==> src/rtl/mem_data_arbiter.sv <==
// Round-robin arbiter sharing one single-port data memory between the core (port 0)
// and the DMA/debug loader (port 1), with a burst cap bounding starvation.
module mem_data_arbiter #(
    parameter int p_WORD_LEN  = 16,
    parameter int p_ADDR_LEN  = 10,
    parameter int p_MAX_BURST = 4
) (
    input  logic                  i_clk,
    input  logic                  i_rst_n,
    input  logic                  i_req0,
    input  logic                  i_req1,
    input  logic                  i_we0,
    input  logic                  i_we1,
    input  logic [p_ADDR_LEN-1:0] i_addr0,
    input  logic [p_ADDR_LEN-1:0] i_addr1,
    input  logic [p_WORD_LEN-1:0] i_wdata0,
    input  logic [p_WORD_LEN-1:0] i_wdata1,
    output logic                  o_gnt0,
    output logic                  o_gnt1,
    output logic                  o_rvalid0,
    output logic                  o_rvalid1,
    output logic [p_WORD_LEN-1:0] o_rdata0,
    output logic [p_WORD_LEN-1:0] o_rdata1,
    output logic [p_ADDR_LEN-1:0] o_mem_addr,
    output logic                  o_mem_wr_en,
    output logic [p_WORD_LEN-1:0] o_mem_wr_data,
    input  logic [p_WORD_LEN-1:0] i_mem_rd_data
);

    // state | meaning
    // IDLE  | nobody owns the memory
    // OWN0  | core port owns the memory
    // OWN1  | DMA/debug port owns the memory
    localparam logic [1:0] c_IDLE = 2'd0;
    localparam logic [1:0] c_OWN0 = 2'd1;
    localparam logic [1:0] c_OWN1 = 2'd2;

    localparam int              c_CW     = $clog2(p_MAX_BURST + 1);
    localparam logic [c_CW-1:0] c_MAX    = c_CW'(p_MAX_BURST);
    localparam logic [c_CW-1:0] c_CAP_M1 = c_CW'(p_MAX_BURST - 1);
    localparam logic [c_CW-1:0] c_ONE    = c_CW'(1);

    logic [1:0]            state_q, state_d;
    logic [c_CW-1:0]       cnt_q, cnt_d;
    logic                  last_q, last_d;
    logic                  rvalid0_q, rvalid0_d;
    logic                  rvalid1_q, rvalid1_d;
    logic [p_WORD_LEN-1:0] rdata0_q, rdata0_d;
    logic [p_WORD_LEN-1:0] rdata1_q, rdata1_d;

    logic gnt0, gnt1, acc0, acc1;
    logic own1, req_own, req_oth, at_cap;

    assign gnt0 = (state_q == c_OWN0);
    assign gnt1 = (state_q == c_OWN1);
    assign acc0 = gnt0 & i_req0;
    assign acc1 = gnt1 & i_req1;

    // Owner-relative view so OWN0 and OWN1 share one transition rule.
    assign own1    = gnt1;
    assign req_own = own1 ? i_req1 : i_req0;
    assign req_oth = own1 ? i_req0 : i_req1;
    assign at_cap  = (cnt_q >= c_CAP_M1);

    always_comb begin
        state_d = state_q;
        cnt_d   = cnt_q;
        last_d  = last_q;
        case (state_q)
            c_IDLE: begin
                cnt_d = '0;
                if (i_req0 && i_req1) state_d = last_q ? c_OWN0 : c_OWN1;
                else if (i_req0)      state_d = c_OWN0;
                else if (i_req1)      state_d = c_OWN1;
            end
            c_OWN0, c_OWN1: begin
                if (!req_own || (req_oth && at_cap)) begin
                    cnt_d  = '0;
                    last_d = own1;
                    if (req_oth) state_d = own1 ? c_OWN0 : c_OWN1;
                    else         state_d = c_IDLE;
                end else if (cnt_q != c_MAX) begin
                    cnt_d = cnt_q + c_ONE;
                end
            end
            default: begin
                state_d = c_IDLE;
                cnt_d   = '0;
            end
        endcase
    end

    always_comb begin
        rvalid0_d = acc0 & ~i_we0;
        rvalid1_d = acc1 & ~i_we1;
        rdata0_d  = rvalid0_d ? i_mem_rd_data : rdata0_q;
        rdata1_d  = rvalid1_d ? i_mem_rd_data : rdata1_q;
    end

    always_comb begin
        o_mem_addr    = '0;
        o_mem_wr_data = '0;
        if (gnt0) begin
            o_mem_addr    = i_addr0;
            o_mem_wr_data = i_wdata0;
        end else if (gnt1) begin
            o_mem_addr    = i_addr1;
            o_mem_wr_data = i_wdata1;
        end
    end

    assign o_mem_wr_en = (acc0 & i_we0) | (acc1 & i_we1);
    assign o_gnt0      = gnt0;
    assign o_gnt1      = gnt1;
    assign o_rvalid0   = rvalid0_q;
    assign o_rvalid1   = rvalid1_q;
    assign o_rdata0    = rdata0_q;
    assign o_rdata1    = rdata1_q;

    // last_q resets to port 1 so the core wins the first contention.
    always_ff @(posedge i_clk or negedge i_rst_n) begin
        if (!i_rst_n) begin
            state_q   <= c_IDLE;
            cnt_q     <= '0;
            last_q    <= 1'b1;
            rvalid0_q <= 1'b0;
            rvalid1_q <= 1'b0;
            rdata0_q  <= '0;
            rdata1_q  <= '0;
        end else begin
            state_q   <= state_d;
            cnt_q     <= cnt_d;
            last_q    <= last_d;
            rvalid0_q <= rvalid0_d;
            rvalid1_q <= rvalid1_d;
            rdata0_q  <= rdata0_d;
            rdata1_q  <= rdata1_d;
        end
    end

endmodule
==> config.mk <==
export PLATFORM = sky130hd
export DESIGN_NAME = mem_data_arbiter
export DESIGN_NICKNAME = d
export VERILOG_FILES = /design/src/rtl/mem_data_arbiter.sv
export SDC_FILE = /design/constraint.sdc
export NUM_CORES = 1
export LEC_CHECK = 0
export CORE_MARGIN = 1
export CORE_UTILIZATION = 30
export DETAILED_ROUTE_END_ITERATION = 12
export GPL_ROUTABILITY_DRIVEN = 0
export PLACE_DENSITY = 0.74
export SLEW_MARGIN = 20
export SYNTH_ARGS = -nofsm -noshare
export SYNTH_HDL_FRONTEND = slang
export SYNTH_SLANG_ARGS = --single-unit
==> constraint.sdc <==
create_clock -name i_clk -period 3.51 [get_ports i_clk]
set_clock_uncertainty 0.2 [all_clocks]
set_input_delay 0.5265 -clock i_clk [delete_from_list [all_inputs] [get_ports i_clk]]
set_output_delay 0.5265 -clock i_clk [all_outputs]
set_load 0.01 [all_outputs]
==> results of run 1 <==
-- metal layers --
layer	track usage [%]	vias to the layer above	part of all wire, %
met1	22.2	915	42
met3	3.93	10	5.0
li1	-	921	-
met4	5.08	0	1.5
met5	0	-	0
met2	28.6	51	51
-- final timing paths --
kind	cells after the start	to	slack, ns	start
worst max-delay path	6	o_mem_addr[9]	0.46	state_q[0]$_DFFE_PN0P_
worst min-delay path	1	o_rdata1[2]$_DFFE_PN0P_	0.15	i_rst_n
worst max register to register	6	o_rdata0[8]$_DFFE_PN0P_	1.26	state_q[1]$_DFFE_PN0P_
worst min register to register	2	o_rdata0[1]$_DFFE_PN0P_	0.28	o_rdata0[1]$_DFFE_PN0P_
max in group asynchronous	1	o_rdata0[8]$_DFFE_PN0P_	2.40	i_rst_n
min in group i_clk	2	o_rdata0[1]$_DFFE_PN0P_	0.28	o_rdata0[1]$_DFFE_PN0P_
-- sequential cells by signal, indices dropped and copies added, names as in the netlist --
signal and count:
o_rvalid1 1, o_rvalid0 1, o_rdata1 16, cnt_q 3, last_q 1, o_rdata0 16, state_q 2
-- placed cells by master, fill, tap and decap left out, types with 2 or more instances in the layout --
cell and instances:
clkdlybuf4s50_1 135, buf_4 2, mux2_2 7, dfrtp_1 39, nor2b_1 3, inv_1 10, a21oi_1 3, mux2_4 10
clkbuf_8 5, a22o_1 26, o21ai_0 5, nand3_1 3, nand2_1 51, ha_1 7
-- worst max-delay path: cells and delay by family (launching register included) --
kind,cells,cell delay (ns)
buffers and inverters,3,0.92
DFF,1,0.41
adders and majority gates,1,0.34
AOI/OAI and AO/OA,1,0.19
and+or+nand+nor,1,0.17
-- through the flow --
stage,total power [mW],utilization [%]
after floorplan,1.54,-
after global placement,2.34,53.4
after detailed placement,2.37,53.4
after CTS,2.75,55.0
after global routing,2.90,55.0
final,2.73,55.0
-- cell families after synthesis --
kind of cell	count (synthesis)	synth area share [%]
flip-flops	40	48.8
multiplexers	18	11.6
XOR/XNOR	1	0.427
buffers and inverters	22	5.55
adder cells (fa/ha/maj)	7	4.27
AO/OA/AOI/OAI	39	15.7
AND/OR/NAND/NOR	63	13.5
-- area by class of cell --
| type | count | share of cell area (%) |
|---|---|---|
| clock inverters | 2 | 0.986 |
| flip-flops and latches | 40 | 28.2 |
| repair buffers | 138 | 38.6 |
| well taps | 77 | 2.71 |
| multi-input cells | 128 | 26.3 |
| clock buffers | 6 | 2.04 |
| inverters | 11 | 1.16 |
-- where the power goes --
group / internal, mW / switching (mW) / leakage (nW)
sequential: 0.673 / 0.119 / 0.497
clock: 0.211 / 0.158 / 0.0552
combinational: 0.934 / 0.631 / 1.04
total: 1.82 / 0.908 / 1.59
==> results.json, run 1 <==
{
  "status": "finished with violations",
  "failed_checks": "design-rule violations",
  "ys.flop_type": "dfrtp_1",
  "grt_overflow": 0,
  "yosysSeqAreaShare_pct": 48.8,
  "synth_area_um2": 2050,
  "clkLatencyLatePin_ns": 0.29,
  "hold_buffers": 0,
  "wire_per_inst_um": 15.3,
  "diodes": 0,
  "placed_area_um2": 3450,
  "start_util_pct": 31.8,
  "crit_fanout": 26,
  "die_area_um2": 7170,
  "worstPathCellList": "inv_1 > ha_1 > nor2b_1 > buf_4 > a22o_1 > clkdlybuf4s50_1",
  "first_global_vias": 1921,
  "cp_slowest_stage_delay_ns": 0.54,
  "grt.total_usage_pct": 17.1,
  "cts_resized": 0,
  "layout_setup_ws_ns": 0.463,
  "antenna_found_initial": 0,
  "critPathKind": "flop to output pin",
  "die_x_um": 84.7,
  "num-fill-cells": 602,
  "clock_sinks": 40,
  "cts_tree": "done",
  "yosys_warnings": 0,
  "synth_most_common_cell": "nand2_1",
  "synth_common_cells": "nand2_1, dfrtp_1, a22o_1",
  "slew_headroom_pct": 41.0,
  "dp_hpwl_um": 4660,
  "drt-total-wl_um": 6170,
  "dp_cells": 394,
  "vdd_drop_max_mv": 0.458,
  "layout-drive-gt1-share_pct": 10.5,
  "vias": 1897,
  "max_freq_ghz": 0.328,
  "holdWs_ns": 0.145,
  "p_leak_nw": 1.59,
  "drtAntennaViolNets": 0,
  "synth_edf_count": 0,
  "yosysTopAreaCell": "dfrtp_1",
  "grt_max_degree": 41,
  "setup_tns_ns": 0,
  "hold_path.class": "input port to asynchronous set/reset pin",
  "synth_top_area_share_pct": 47.6,
  "drc": 5,
  "numCtsBuffers": 5,
  "tightest_slew_ns": 0.885,
  "critPathLaunchType": "flop",
  "core_area_um2": 6460,
  "synth-seq-cells": 40,
  "required_ns": 2.78,
  "fin_area_um2": 3550,
  "critPathCaptureType": "output pin",
  "ys_types": 30,
  "syn_to_final_growth_pct": 73.2,
  "dr.pass1.iters": 8,
  "drtIter0Drc": 92,
  "htree_levels": 2,
  "multiInputGateArea_um2": 936,
  "crit_arrival_ns": 2.32,
  "io_pins": 137,
  "pre_cts_ws_ns": 0.768,
  "maxCapViolCount": 0,
  "syn_inst": 190,
  "grt_first_pass_wirelength_um": 9720,
  "finish.net_count": 405,
  "finalHoldViolations": 0,
  "cts_buffer_depth": 2,
  "post-cts-setup-buffers": 0,
  "io_buffer_count": 136,
  "power.density_nw_per_um2": 767,
  "via_per_inst": 4.72,
  "cts_root_buf": "clkbuf_8",
  "yosys-top-cells-area": "dfrtp_1, a22o_1, nand2_1",
  "fin_crit_ns": 3.05,
  "slew_violations": 0,
  "seqCellArea_um2": 1000,
  "setup_viol": 0,
  "cp_slowest_cell": "clkdlybuf4s50_1",
  "path_clk_slew_ns": 0.08,
  "async_flop_share_pct": 100,
  "synthesis.nets": 271,
  "die_y_um": 84.7,
  "fin_cells": 402,
  "rows": 29,
  "post-route-period-util_pct": 86.8,
  "rsz0062_at_grt": "no",
  "synth_area_per_cell_um2": 10.8
}
Note: power is estimated with default switching activity, not from simulation.
==> inputs of run 2 (changes only) <==
==> constraint.sdc (replaced) <==
create_clock -name i_clk -period 3.6 [get_ports i_clk]
set_clock_uncertainty 0.2 [all_clocks]
set_input_delay 0.54 -clock i_clk [delete_from_list [all_inputs] [get_ports i_clk]]
set_output_delay 0.54 -clock i_clk [all_outputs]
set_load 0.01 [all_outputs]
==> run 2 against run 1 <==
The flow still finishes with violations (design-rule violations). Clock power fell by 26%. Critical path depth unchanged. Worst setup slack improved by 0.078 ns. Utilization down 0.46 points. Sequential power down 2%. Global-route usage grew 0.094 points. Sequential cell count unchanged. First-iteration DRC count shrank 20%. Die area unchanged. Worst hold slack gained 0.024 ns. Largest cell class unchanged.
==> results.json, run 2 (synthesized netlist as in run 1, its figures left out) <==
{
  "fin_area_um2": 3520,
  "critPathKind": "flop to output pin",
  "clock_sinks": 40,
  "dp_hpwl_um": 4700,
  "die_area_um2": 7170,
  "crit_buf_inv": 3,
  "htree_levels": 2,
  "cp_slowest_stage_delay_ns": 0.55,
  "worstPathCellList": "inv_1 > ha_1 > nor2b_1 > buf_4 > a22o_1 > clkdlybuf4s50_1",
  "crit_fanout": 26,
  "setup_tns_ns": 0,
  "wire_per_inst_um": 15.2,
  "post-route-period-util_pct": 85.0,
  "clkLatencyLatePin_ns": 0.28,
  "maxCapViolCount": 0,
  "antenna_found_initial": 0,
  "first_global_vias": 1882,
  "cp_slowest_cell": "clkdlybuf4s50_1",
  "die_x_um": 84.7,
  "power.density_nw_per_um2": 729,
  "required_ns": 2.86,
  "final_common_cell": "clkdlybuf4s50_1",
  "drt-total-wl_um": 6110,
  "path_clk_slew_ns": 0.07,
  "pre_cts_ws_ns": 0.821,
  "post-cts-setup-buffers": 0,
  "fin_cells": 401,
  "critPathCaptureType": "output pin",
  "rsz0062_at_grt": "no",
  "layout_setup_ws_ns": 0.541,
  "finalHoldViolations": 0,
  "grt_overflow": 0,
  "numCtsBuffers": 5,
  "fin_crit_ns": 3.06,
  "grt_first_pass_wirelength_um": 9630,
  "vdd_drop_max_mv": 0.315,
  "finish.net_count": 405,
  "tightest_slew_ns": 0.868,
  "mostFrequentLayoutCells": "clkdlybuf4s50_1, nand2_1, dfrtp_1, a22o_1",
  "crit_arrival_ns": 2.32,
  "hold_buffers": 0,
  "diodes": 0,
  "cts_buffer_depth": 2,
  "slew_headroom_pct": 42.1,
  "io_buffer_count": 136,
  "hold_path.class": "input port to asynchronous set/reset pin",
  "start_util_pct": 31.8,
  "layout-drive-gt1-share_pct": 10.2,
  "drtIter0Drc": 74,
  "drc": 4,
  "status": "finished with violations",
  "dr.pass1.iters": 10,
  "io_pins": 137,
  "critPathTopFamily": "buffers and inverters",
  "fin_util_pct": 54.6,
  "total_power_mw": 2.57,
  "slew_violations": 0,
  "die_y_um": 84.7,
  "grt_max_degree": 41,
  "rows": 29,
  "failed_checks": "design-rule violations",
  "setup_viol": 0,
  "core_area_um2": 6460,
  "vias": 1876,
  "syn_to_final_growth_pct": 71.8,
  "cts_resized": 0,
  "grt.total_usage_pct": 17.2,
  "placed_area_um2": 3450,
  "critPathLaunchType": "flop",
  "max_freq_ghz": 0.327,
  "cts_root_buf": "clkbuf_8",
  "p_leak_nw": 1.58,
  "via_per_inst": 4.68,
  "holdWs_ns": 0.169,
  "cts_tree": "done",
  "dp_cells": 394,
  "drtAntennaViolNets": 0
}
run 2: changes by cell type in the layout (fill, tap and decap cells not counted):
cell / delta
bufinv_16: -1
run 2: power by group:
group	switching (mW)	internal [mW]	total (mW)
Sequential	0.117	0.656	0.773
Clock	0.141	0.132	0.273
Combinational	0.612	0.912	1.52
Total	0.870	1.70	2.57
run 2: worst register-to-register path: stages, from the launching register on:
cell and delay, ns:
dfrtp_1 0.39, inv_1 0.07, ha_1 0.27, nand3b_2 0.36
clkinv_1 0.55, nand2_1 0.23, nand2_1 0.07
run 2: layout make-up:
type / instances / area, µm²
clock inverters: 1 / 5.00
well taps: 77 / 96.3
inverters: 11 / 41.3
flip-flops and latches: 40 / 1000
clock buffers: 6 / 72.6
repair buffers: 138 / 1370
multi-input cells: 128 / 936
fillers: 592 / 2930
run 2: worst paths after layout:
kind	startpoint	end	slack, ns	cells after the start
setup / recovery	state_q[0]$_DFFE_PN0P_	o_mem_wr_data[3]	0.54	6
hold / removal	i_rst_n	o_rdata0[2]$_DFFE_PN0P_	0.17	1
setup reg to reg	state_q[1]$_DFFE_PN0P_	o_rdata0[5]$_DFFE_PN0P_	1.37	6
hold reg to reg	o_rdata0[1]$_DFFE_PN0P_	o_rdata0[1]$_DFFE_PN0P_	0.27	2
max in group asynchronous	i_rst_n	state_q[0]$_DFFE_PN0P_	2.48	1
min in group i_clk	o_rdata0[1]$_DFFE_PN0P_	o_rdata0[1]$_DFFE_PN0P_	0.27	2
run 2: layer usage:
layer	track usage, %	wire [µm]	vias to the layer above
met5	0	0	-
met4	6.01	123	0
met3	4.33	293	13
met2	28.1	3100	47
met1	22.3	2590	895
li1	-	-	921
==> inputs of run 3 (changes only) <==
--- a/config.mk
+++ b/config.mk
@@ -9,7 +9,7 @@
 export CORE_UTILIZATION = 30
 export DETAILED_ROUTE_END_ITERATION = 12
 export GPL_ROUTABILITY_DRIVEN = 0
-export PLACE_DENSITY = 0.74
+export PLACE_DENSITY = 0.77
 export SLEW_MARGIN = 20
 export SYNTH_ARGS = -nofsm -noshare
 export SYNTH_HDL_FRONTEND = slang
==> constraint.sdc (replaced) <==
create_clock -name i_clk -period 2.8 [get_ports i_clk]
set_clock_uncertainty 0.2 [all_clocks]
set_input_delay 0.42 -clock i_clk [delete_from_list [all_inputs] [get_ports i_clk]]
set_output_delay 0.42 -clock i_clk [all_outputs]
set_load 0.01 [all_outputs]
==> run 3 against run 2 <==
The flow still finishes with violations (design-rule violations). Sequential power up 28%. Final area is 1.4% higher. Count of clock-buffer cells in the layout is 1 higher. Largest cell class unchanged. Critical path depth fell by 1. Worst hold slack got worse by 0.13 ns.
==> results.json, run 3 (synthesized netlist as in run 1, its figures left out) <==
{
  "worstPathCellList": "inv_1 > ha_1 > buf_4 > a22o_1 > clkdlybuf4s50_1",
  "cp_slowest_cell": "clkdlybuf4s50_1",
  "max_freq_ghz": 0.371,
  "power.switching_mw": 1.17,
  "cts_buffer_depth": 2,
  "internal-power_mw": 2.25,
  "crit_arrival_ns": 2.07,
  "drt-total-wl_um": 6320,
  "dp_hpwl_um": 4840,
  "grt.total_usage_pct": 16.9,
  "slew_headroom_pct": 43.0,
  "antenna_found_initial": 0,
  "fin_crit_ns": 2.69,
  "numCtsBuffers": 5,
  "cts_tree": "done",
  "die_area_um2": 7170,
  "maxCapViolCount": 0,
  "via_per_inst": 4.63,
  "grt_first_pass_wirelength_um": 9560,
  "critPathKind": "flop to output pin",
  "vdd_drop_max_mv": 0.369,
  "clock_sinks": 40,
  "r2r_slack_ns": 0.68,
  "fin_util_pct": 55.3,
  "power.density_nw_per_um2": 957,
  "io_buffer_count": 136,
  "top_usage_layer": "met2",
  "cp_slowest_stage_delay_ns": 0.55,
  "drtAntennaViolNets": 0,
  "rsz0062_at_grt": "no",
  "reg2reg_to": "state_q[1]$_DFFE_PN0P_",
  "finalHoldViolations": 0,
  "clkLatencyLatePin_ns": 0.29,
  "num-fill-cells": 584,
  "rows": 29,
  "critPathCaptureType": "output pin",
  "setup_viol": 0,
  "syn_to_final_growth_pct": 74.1,
  "grtUsageMet2_pct": 28.0,
  "path_clk_slew_ns": 0.08,
  "hold_path.class": "input port to asynchronous set/reset pin",
  "mostFrequentLayoutCells": "clkdlybuf4s50_1, nand2_1, dfrtp_1, a22o_1",
  "die_x_um": 84.7,
  "die_y_um": 84.7,
  "grt_max_degree": 41,
  "grt_overflow": 0,
  "ff2ff_path_depth": 6,
  "setup_tns_ns": 0,
  "start_util_pct": 31.8,
  "final_common_cell": "clkdlybuf4s50_1",
  "use_met3_pct": 3.93,
  "first_global_vias": 1861,
  "diodes": 0,
  "pwr-share-seq_pct": 29.0,
  "layout-drive-gt1-share_pct": 11.6,
  "p_clk_share_pct": 11.6,
  "met1_usage_pct": 22.2,
  "vias": 1877,
  "dr.pass1.iters": 8,
  "cts_root_buf": "clkbuf_8",
  "crit_fanout": 29,
  "critPathTopFamily": "buffers and inverters",
  "finish.net_count": 408,
  "failed_checks": "design-rule violations",
  "htree_levels": 2,
  "core_area_um2": 6460,
  "critPathLaunchType": "flop",
  "slew_violations": 0,
  "required_ns": 2.18,
  "pwr-share-comb_pct": 59.4,
  "post-cts-setup-buffers": 0,
  "wire_per_inst_um": 15.6,
  "regToRegStartpoint": "cnt_q[0]$_DFFE_PN0P_",
  "status": "finished with violations",
  "drtIter0Drc": 110,
  "post-route-period-util_pct": 96.2,
  "crit_buf_inv": 3,
  "drc": 6,
  "switching_share_pct": 34.3,
  "tightest_slew_ns": 0.856,
  "p_leak_nw": 1.60,
  "io_pins": 137
}
## run 3: worst max-delay path by stage
| stage | from | to | slack (ns) | depth (start not counted) |
|---|---|---|---|---|
| after floorplan | state_q[0]$_DFFE_PN0P_ | o_mem_addr[0] | 0.71 | 6 |
| after detailed placement | i_req1 | o_mem_wr_en | 0.32 | 4 |
| after global placement | i_req1 | o_mem_wr_en | 0.33 | 4 |
| final | state_q[1]$_DFFE_PN0P_ | o_mem_wr_data[6] | 0.11 | 5 |
| after CTS | state_q[0]$_DFFE_PN0P_ | o_mem_wr_data[4] | 0.06 | 6 |
| after global routing | state_q[1]$_DFFE_PN0P_ | o_mem_wr_data[4] | 0.004 | 5 |
## run 3: power by group through the flow
stage	Sequential [mW]	Combinational, mW	Clock (mW)
after floorplan	1.10	0.827	0
after global placement	0.994	1.96	0
after detailed placement	1.00	2.00	0
after CTS	0.994	2.01	0.407
after global routing	1.03	2.17	0.434
final	0.992	2.03	0.398
## run 3: per-layer routing
layer	vias to the layer above	wire, µm
met5	-	0
li1	927	-
met2	45	3110
met4	0	105
met1	894	2880
met3	11	220
## run 3: what timing repair did
action	CTS	global route
endpoints found under the setup margin	0	23
hold buffers	0	0
gates resized for setup	0	5
## run 3: per-stage QoR
| stage | setup WS, ns | std cells | area (µm²) | hold slack [ns] | total power, mW |
|---|---|---|---|---|---|
| 6_report | 0.105 | 405 | 3570 | 0.0387 | 3.42 |
| 3_5_place_dp | 0.316 | 396 | 3460 | 0.262 | 3.00 |
| 5_1_grt | 0.00369 | 405 | 3570 | 0.109 | 3.63 |
| 3_3_place_gp | 0.330 | 396 | 3460 | 0.259 | 2.95 |
| 4_1_cts | 0.0601 | 404 | 3560 | 0.0710 | 3.41 |
| 2_1_floorplan | 0.708 | 190 | 2050 | -0.0756 | 1.93 |
## run 3: layout make-up
class                      count  area [µm²]  area share [%]
clock inverter                 1        7.51           0.210
multi-input combinational    128         938            26.3
tap                           77        96.3            2.70
inverter                      11        41.3            1.16
sequential                    40        1000            28.0
timing repair buffer         141        1400            39.2
clock buffer                   7        86.3            2.42
